$ cat config.mk
export PLATFORM = sky130hd
export DESIGN_NAME = pio_cmd_loader
export DESIGN_NICKNAME = d
export VERILOG_FILES = /design/src/rtl/pio_cmd_loader_pkg.sv /design/src/rtl/pio_beat_detect.sv /design/src/rtl/pio_cmd_loader.sv
export SDC_FILE = /design/constraint.sdc
export NUM_CORES = 1
export LEC_CHECK = 0
export CORE_AREA = 2 2 72 74
export DETAILED_ROUTE_END_ITERATION = 10
export DIE_AREA = 0 0 74 76
export DONT_BUFFER_PORTS = 1
export GPL_TIMING_DRIVEN = 1
export PLACE_DENSITY = 0.48
export SYNTH_ARGS = -nofsm -noshare
export SYNTH_HDL_FRONTEND = slang
export SYNTH_SLANG_ARGS = --single-unit
export TNS_END_PERCENT = 100
$ cat constraint.sdc
create_clock -name clk -period 1.4 [get_ports clk]
set_input_delay 0.28 -clock clk [delete_from_list [all_inputs] [get_ports clk]]
set_output_delay 0.28 -clock clk [all_outputs]
set_load 0.05 [all_outputs]
$ cat src/rtl/pio_cmd_loader_pkg.sv
// pio_cmd_loader_pkg: shared widths, data_in field offsets and FSM states for the pad-side command loader
package pio_cmd_loader_pkg;

    typedef enum logic [1:0] {IDLE, ISSUE, WAIT} state_e;

    // data_in control bits sit above {idx, payload}; offsets are relative to CHUNK_W+IDX_W
    localparam int IN_LAST_OFS = 0;
    localparam int IN_TOG_OFS  = 1;
    localparam int IN_OP_OFS   = 2;

    function automatic int idx_w(input int nchunk);
        return (nchunk > 2) ? $clog2(nchunk) : 1;
    endfunction

    function automatic int in_w(input int op_w, input int iw, input int chunk_w);
        return op_w + 2 + iw + chunk_w;
    endfunction

    function automatic int out_w(input int res_w, input int st_w);
        return res_w + st_w + 2;
    endfunction

endpackage

$ cat src/rtl/pio_beat_detect.sv
// pio_beat_detect: toggle-strobe beat detector and data_in field splitter
//   clk, rst   : clock, synchronous active-high reset
//   data_i     : packed {op, tog, last, idx, payload} from the pads
//   beat_o     : high while data_i.tog differs from the last sampled toggle
//   op_o, last_o, idx_o, payload_o : unpacked fields of data_i
module pio_beat_detect
    import pio_cmd_loader_pkg::*;
#(
    parameter int CHUNK_W = 8,
    parameter int IDX_W   = 2,
    parameter int OP_W    = 2
) (
    input  logic                                  clk,
    input  logic                                  rst,
    input  logic [in_w(OP_W, IDX_W, CHUNK_W)-1:0] data_i,
    output logic                                  beat_o,
    output logic                                  last_o,
    output logic [OP_W-1:0]                       op_o,
    output logic [IDX_W-1:0]                      idx_o,
    output logic [CHUNK_W-1:0]                    payload_o
);

    localparam int CTRL = CHUNK_W + IDX_W;

    logic tog_q;

    // Following tog every cycle is equivalent to updating only on a beat.
    always_ff @(posedge clk) begin
        tog_q <= rst ? 1'b0 : data_i[CTRL+IN_TOG_OFS];
    end

    always_comb begin
        beat_o    = data_i[CTRL+IN_TOG_OFS] != tog_q;
        last_o    = data_i[CTRL+IN_LAST_OFS];
        op_o      = data_i[CTRL+IN_OP_OFS +: OP_W];
        idx_o     = data_i[CHUNK_W +: IDX_W];
        payload_o = data_i[CHUNK_W-1:0];
    end

endmodule

$ cat src/rtl/pio_cmd_loader.sv
// pio_cmd_loader: assembles a multi-beat operand from pads, issues it to the core, latches the result
//   clk, rst                : clock, synchronous active-high reset
//   data_in                 : packed {op, tog, last, idx, payload}
//   data_out                : {busy, err, res_status, res_data}
//   cmd_valid/ready/op/data : command handshake towards the core
//   res_valid/data/status   : single-cycle result strobe from the core
module pio_cmd_loader
    import pio_cmd_loader_pkg::*;
#(
    parameter int CHUNK_W = 8,
    parameter int NCHUNK  = 3,
    parameter int OP_W    = 2,
    parameter int RES_W   = 4,
    parameter int ST_W    = 2
) (
    input  logic                                          clk,
    input  logic                                          rst,
    input  logic [in_w(OP_W, idx_w(NCHUNK), CHUNK_W)-1:0] data_in,
    output logic [out_w(RES_W, ST_W)-1:0]                 data_out,
    output logic                                          cmd_valid,
    input  logic                                          cmd_ready,
    output logic [OP_W-1:0]                               cmd_op,
    output logic [CHUNK_W*NCHUNK-1:0]                     cmd_data,
    input  logic                                          res_valid,
    input  logic [RES_W-1:0]                              res_data,
    input  logic [ST_W-1:0]                               res_status
);

    localparam int IDX_W  = idx_w(NCHUNK);
    localparam int DATA_W = CHUNK_W * NCHUNK;

    state_e              state_q, state_d;
    logic                beat, last, idx_ok, accept, busy;
    logic [OP_W-1:0]     op;
    logic [IDX_W-1:0]    idx;
    logic [CHUNK_W-1:0]  payload;
    logic [DATA_W-1:0]   shadow_q;
    logic [OP_W-1:0]     op_q;
    logic                err_q;
    logic [RES_W-1:0]    res_data_q;
    logic [ST_W-1:0]     res_status_q;

    pio_beat_detect #(
        .CHUNK_W (CHUNK_W),
        .IDX_W   (IDX_W),
        .OP_W    (OP_W)
    ) u_beat (
        .clk       (clk),
        .rst       (rst),
        .data_i    (data_in),
        .beat_o    (beat),
        .last_o    (last),
        .op_o      (op),
        .idx_o     (idx),
        .payload_o (payload)
    );

    // Only beats landing in IDLE with an in-range index touch the shadow.
    assign idx_ok = int'(idx) < NCHUNK;
    assign accept = state_q == IDLE && beat && idx_ok;

    always_ff @(posedge clk) begin
        state_q <= rst ? IDLE : state_d;
    end

    always_comb begin
        state_d = state_q;
        case (state_q)
            IDLE:    if (accept && last) state_d = ISSUE;
            ISSUE:   if (cmd_ready) state_d = WAIT;
            WAIT:    if (res_valid) state_d = IDLE;
            default: state_d = IDLE;
        endcase
    end

    always_comb begin
        busy      = state_q != IDLE;
        cmd_valid = state_q == ISSUE;
        cmd_op    = op_q;
        cmd_data  = shadow_q;
        data_out  = {busy, err_q, res_status_q, res_data_q};
    end

    // Shadow and opcode only change in IDLE, so they stay stable while a command is offered.
    always_ff @(posedge clk) begin
        if (rst) begin
            shadow_q     <= '0;
            op_q         <= '0;
            err_q        <= 1'b0;
            res_data_q   <= '0;
            res_status_q <= '0;
        end else begin
            if (accept) begin
                op_q <= op;
                for (int i = 0; i < NCHUNK; i++)
                    if (int'(idx) == i) shadow_q[i*CHUNK_W +: CHUNK_W] <= payload;
            end
            // Overrun or bad index sets err; a launching beat clears it; other beats leave it.
            if (beat) err_q <= (busy || !idx_ok) ? 1'b1 : (last ? 1'b0 : err_q);
            if (state_q == WAIT && res_valid) begin
                res_data_q   <= res_data;
                res_status_q <= res_status;
            end
        end
    end

endmodule

# ---- Word level (Yosys, flattened, before mapping)
# Index checks and enable logic that the tools add are counted.
dict set report word_totals {
  out_inout_bits 35
  word_cells 39
  ff_bits 36
  in_bits 24
}
dict set report classes {
  eq_ne 8
  mux 6
  reduce_logical 15
  order_cmp 1
}
# operator count
set op_table {}
lappend op_table {{AND reduction 2 bit} 4}
lappend op_table {{== test 2 bit (second input constant)} 3}
lappend op_table {{2-to-1 mux 2 bit} 3}
lappend op_table {{one-hot mux 2 bit (3 select lines)} 1}
lappend op_table {{logical AND 1 bit} 4}
lappend op_table {{zero test 2 bit} 2}
lappend op_table {{!= test 2 x 1 -> 1 bit (second input constant)} 2}
lappend op_table {{nonzero test 2 bit} 2}
lappend op_table {{AND reduction 3 bit} 1}
lappend op_table {{== test 2 x 1 -> 1 bit (second input constant)} 1}
lappend op_table {{less-than comparator 2 bit (second input constant)} 1}
lappend op_table {{2-to-1 mux 1 bit} 2}
lappend op_table {{!= test 2 bit (second input constant)} 1}
lappend op_table {{zero test 1 bit} 1}
lappend op_table {{logical OR 1 bit} 1}
lappend op_table {{!= test 1 bit} 1}

# ---- Longest topological paths before layout
dict set report logic_depth {
  depth_word 6
  depth_mapped 4
}

# ---- Modules after synthesis
# A second synthesis with hierarchy kept.
dict set report unflattened {
  cells_unflattened 156
  area_unflattened_um2 1575.3
}
# mod cells_per_inst area_per_inst_um2 instances seq_area_each_um2
set by_module_without_submodules {}
lappend by_module_without_submodules {pio_cmd_loader 140 1442.6 1 700.7}
lappend by_module_without_submodules {pio_beat_detect 16 132.6 1 20.0}

# ---- Worst setup path before layout
# No wires, ideal clock.
dict set report synth_timing {
  path_kind {flip-flop to flip-flop}
  start {reg state_q[0]}
  end {reg state_q[1]}
  n_path_buf 0
  period_less_slack_ns 1.472
  t_required_ns 1.333
  path_stages_with_launch 4
  setup_slack_ns -0.072
  t_arrival_ns 1.406
  cell_sequence {dfxtp_1 -> nor2b_1 -> a21oi_1 -> nor2_1}
}
# element line
set synth_rtl {}
lappend synth_rtl {{start, declared} pio_cmd_loader.sv:32} ;# state_e state_q, state_d;
lappend synth_rtl {{start signal, assigned} pio_cmd_loader.sv:63} ;# state_q <= rst ? IDLE : state_d;
lappend synth_rtl {{== test 2 x 1 -> 1 bit *} n/a}
lappend synth_rtl {{named net cmd_valid} pio_cmd_loader.sv:20} ;# output logic cmd_valid,
lappend synth_rtl {{!= test 2 x 1 -> 1 bit (no source line)} n/a}
lappend synth_rtl {{AND reduction 3 bit (no source line)} n/a}
# Mark *: on every way through the listed nets, which the timed path passes. The rest lies on a longest branch.
# A chain may end at the register's enable or synchronous reset.

# ---- Worst setup path after layout
dict set report layout_timing {
  start {reg u_beat.tog_q}
  end {reg shadow_q[10], in the netlist cmd_data[10]}
}
dict set report layout_via {
  elab_chain_len 4
}
# element line
set layout_rtl {}
lappend layout_rtl {{start, declared} pio_beat_detect.sv:25} ;# logic tog_q;
lappend layout_rtl {{start signal, assigned} pio_beat_detect.sv:29} ;# tog_q <= rst ? 1'b0 : data_i[CTRL+IN_TOG_OFS];
lappend layout_rtl {{!= test 1 bit} pio_beat_detect.sv:33} ;# beat_o = data_i[CTRL+IN_TOG_OFS] != tog_q;
lappend layout_rtl {{logical AND 1 bit (2 in a row)} pio_cmd_loader.sv:60} ;# assign accept = state_q == IDLE && beat && idx_ok;
lappend layout_rtl {{AND reduction 2 bit (no source line)} n/a}
lappend layout_rtl {{end, declared} pio_cmd_loader.sv:37} ;# logic [DATA_W-1:0] shadow_q;
# No other way between the ends.

==> out/qor.txt <==
Deepest clock path buffer count: 2
CTS Hold Buffers Added: 0
Nets: 176
First-pass GRT wire length: 5260 um
N_diodes: 0
Achievable Freq: 0.743 GHz
Number of max-cap violations: 0
DIE WIDTH: 74 um
Clk sinks: 36
Top-count cell post-synth: dfxtp_1
Crit path DAT: 1.52 ns
Grt ovf: 0
Post-synth EDFFs: 0
Top delay family on crit path: flip-flops
Post-route non-filler standard cell count: 223
Critical-path top delay cell: dfxtp_1
Area of the multi-input gates: 659 um2
CTS Buf Count: 5
Share of the synthesized area in the top cell type: 0.506
Final Max Tran Viols: 0
# DRC: 0
Placer Congestion: 0.671
Worst slack, placed: -0.0332 ns
Tcrit/Tclk final: 0.962
Core Box Area: 4910 um2
Skew final: 0.00958 ns
WP data required: 1.57 ns
Final ANT Viol Nets: 0
Mapped Avg Cell Area: 9.96 um2
Post-layout min period: 1.35 ns
Htree depth: 2
Worst Path Buf+Inv: 1
CP Class: reg -> reg
Crit. End Element: flop
Storage element area: 723 um2
Post-DR wirelength/cell: 14.3 um
Biggest cell delay along the critical path: 0.39 ns
Final hold violations: 0
Met2 Use GR: 0.188
Ys flop type: dfxtp_1
Total GRT Usage: 0.122
Crit-path cells: xor2_2 -> buf_4 -> nand4b_2 -> mux2i_1
DIE AREA: 5620 um2
RSZ-0062 raised after global routing: yes
Initial DRC count: 42
Synthesized cell area: 1420 um2
Seq/Total Area, Yosys: 0.506
Largest net degree at the start of global routing: 33
Slew @ Worst Pin: 0.537 ns
Final setup violation count: 0
Global Route met1 Usage: 0.145
I/O Pins: 59
Via Count: 1000
GRT busiest layer: met2
Peak supply drop: 398 uV
Fin area: 1660 um2
Final total power: 2.22 mW
Ys async rst share: 0
Commonest cells post-synth: dfxtp_1, nand2_1, mux2i_1, nor2_1
GRT met3 Usage: 0.0569
Die height: 76 um
CTS tree: yes
Area leader, netlist: dfxtp_1
Row count: 26
Status: completed
Min-Delay Path Class: in -> reg
Instance area at placement: 1540 um2
Area grow syn2layout: 16.3%
Worst-Skew Late Latency: 0.29 ns
Router iterations before antenna repair: 2
Share of layout cells above drive strength 1: 0.176
Slew headroom: 0.641
Fillers: 505
Count of cell types in the netlist: 24
Syn nets: 167
Lkg Pwr: 0.760 nW
Crit path max fanout: 5
Routed wire length: 3180 um
DPL Wire Length: 2380 um
Root Driver: clkbuf_8
Top cells by area, synth: dfxtp_1, mux2i_1, nand2_1
Clk slew on worst S/H paths: 0.08 ns
Pwr dens: 1340 nW/um2
Mapped Cells: 143
Placed cells: 215
Final worst setup slack: 0.0536 ns
Initial antenna violation count: 0
Ys Warns: 0
Startpoint types: flop
PortBufs: 0
Vias in the first global route: 1074
Number of synthesized register bits: 36
Initial core utilization: 0.290
Vias per std cell: 4.48
Final Util: 0.337
## final timing paths
kind,start,to,slack (ns),depth (start not counted)
worst min-delay path,rst,state_q[1]$_SDFFE_PP0P_,0.04,1
worst min register to register,cmd_data[17]$_SDFFE_PP0P_,cmd_data[17]$_SDFFE_PP0P_,0.47,2
worst max-delay path,u_beat.tog_q$_SDFF_PP0_,cmd_data[10]$_SDFFE_PP0P_,0.05,4
worst max register to register,u_beat.tog_q$_SDFF_PP0_,cmd_data[10]$_SDFFE_PP0P_,0.05,4
## cells in the final DEF (no fill, tap or decap)
cell type	count
a211o_2	1
clkbuf_8	6
dfxtp_2	2
clkinv_2	1
inv_1	3
nor4b_4	1
nor2_1	9
mux2i_1	30
nor2b_2	1
o41ai_1	1
or3b_1	2
buf_4	9
nand4b_1	1
inv_6	1
dfxtp_1	34
xor2_2	1
nor2_4	1
nand2_1	34
nor3b_1	1
nand3b_1	1
buf_6	1
and3_2	1
nand4b_2	1
o21ai_0	3
xnor2_1	1
nor2b_1	1
nand3_1	1
a21oi_1	4
## cells by family (layout without fill, tap and decap cells)
| group | after synthesis | after routing | share of synthesized area |
|---|---|---|---|
| DFF | 36 | 36 | 0.506 |
| buffers and inverters | 11 | 21 | 0.0422 |
| muxes | 30 | 30 | 0.211 |
| AOI/OAI and AO/OA | 9 | 9 | 0.0378 |
| xor gates and xnor gates | 2 | 2 | 0.0123 |
| and+or+nand+nor | 55 | 55 | 0.191 |
## sequential cells by signal, summed over array words and instances, names as in the netlist
name          cells
err_q             1
state_q           2
u_beat.tog_q      1
cmd_data         24
res_status_q      2
res_data_q        4
cmd_op            2
## cell type report
cell class	count	share of cell area
Sequential cell	36	0.437
Multi-Input combinational cell	96	0.398
Tap cell	70	0.0529
Clock buffer	6	0.0498
Timing Repair Buffer	10	0.0476
Clock inverter	2	0.00831
Inverter	3	0.00680
## per-layer routing
metal,wire (um),up-vias
met3,280,5
met4,54,0
met5,0,-
li1,-,499
met1,1310,468
met2,1540,28
## what timing repair did
action / 4_1_cts / 5_1_grt
setup buffers: 0 / 0
setup endpoints to repair: 11 / 8
resized for setup: 4 / 2
endpoints found under the hold margin: 0 / 0
## stage by stage
step	TNS [ns]	hold WS, ns
finish	0	0.0419
global route	-0.218	0.0264
CTS	0	0.0360
detailed placement	-0.154	0.355
global placement	0	0.351
floorplan	0	0.352
## report_power, final
| group | total, mW | switching (mW) | internal [mW] |
|---|---|---|---|
| Combinational | 0.219 | 0.131 | 0.0885 |
| Sequential | 1.20 | 0.139 | 1.07 |
| Clock | 0.793 | 0.390 | 0.402 |
(Power assumes the default switching activity.)
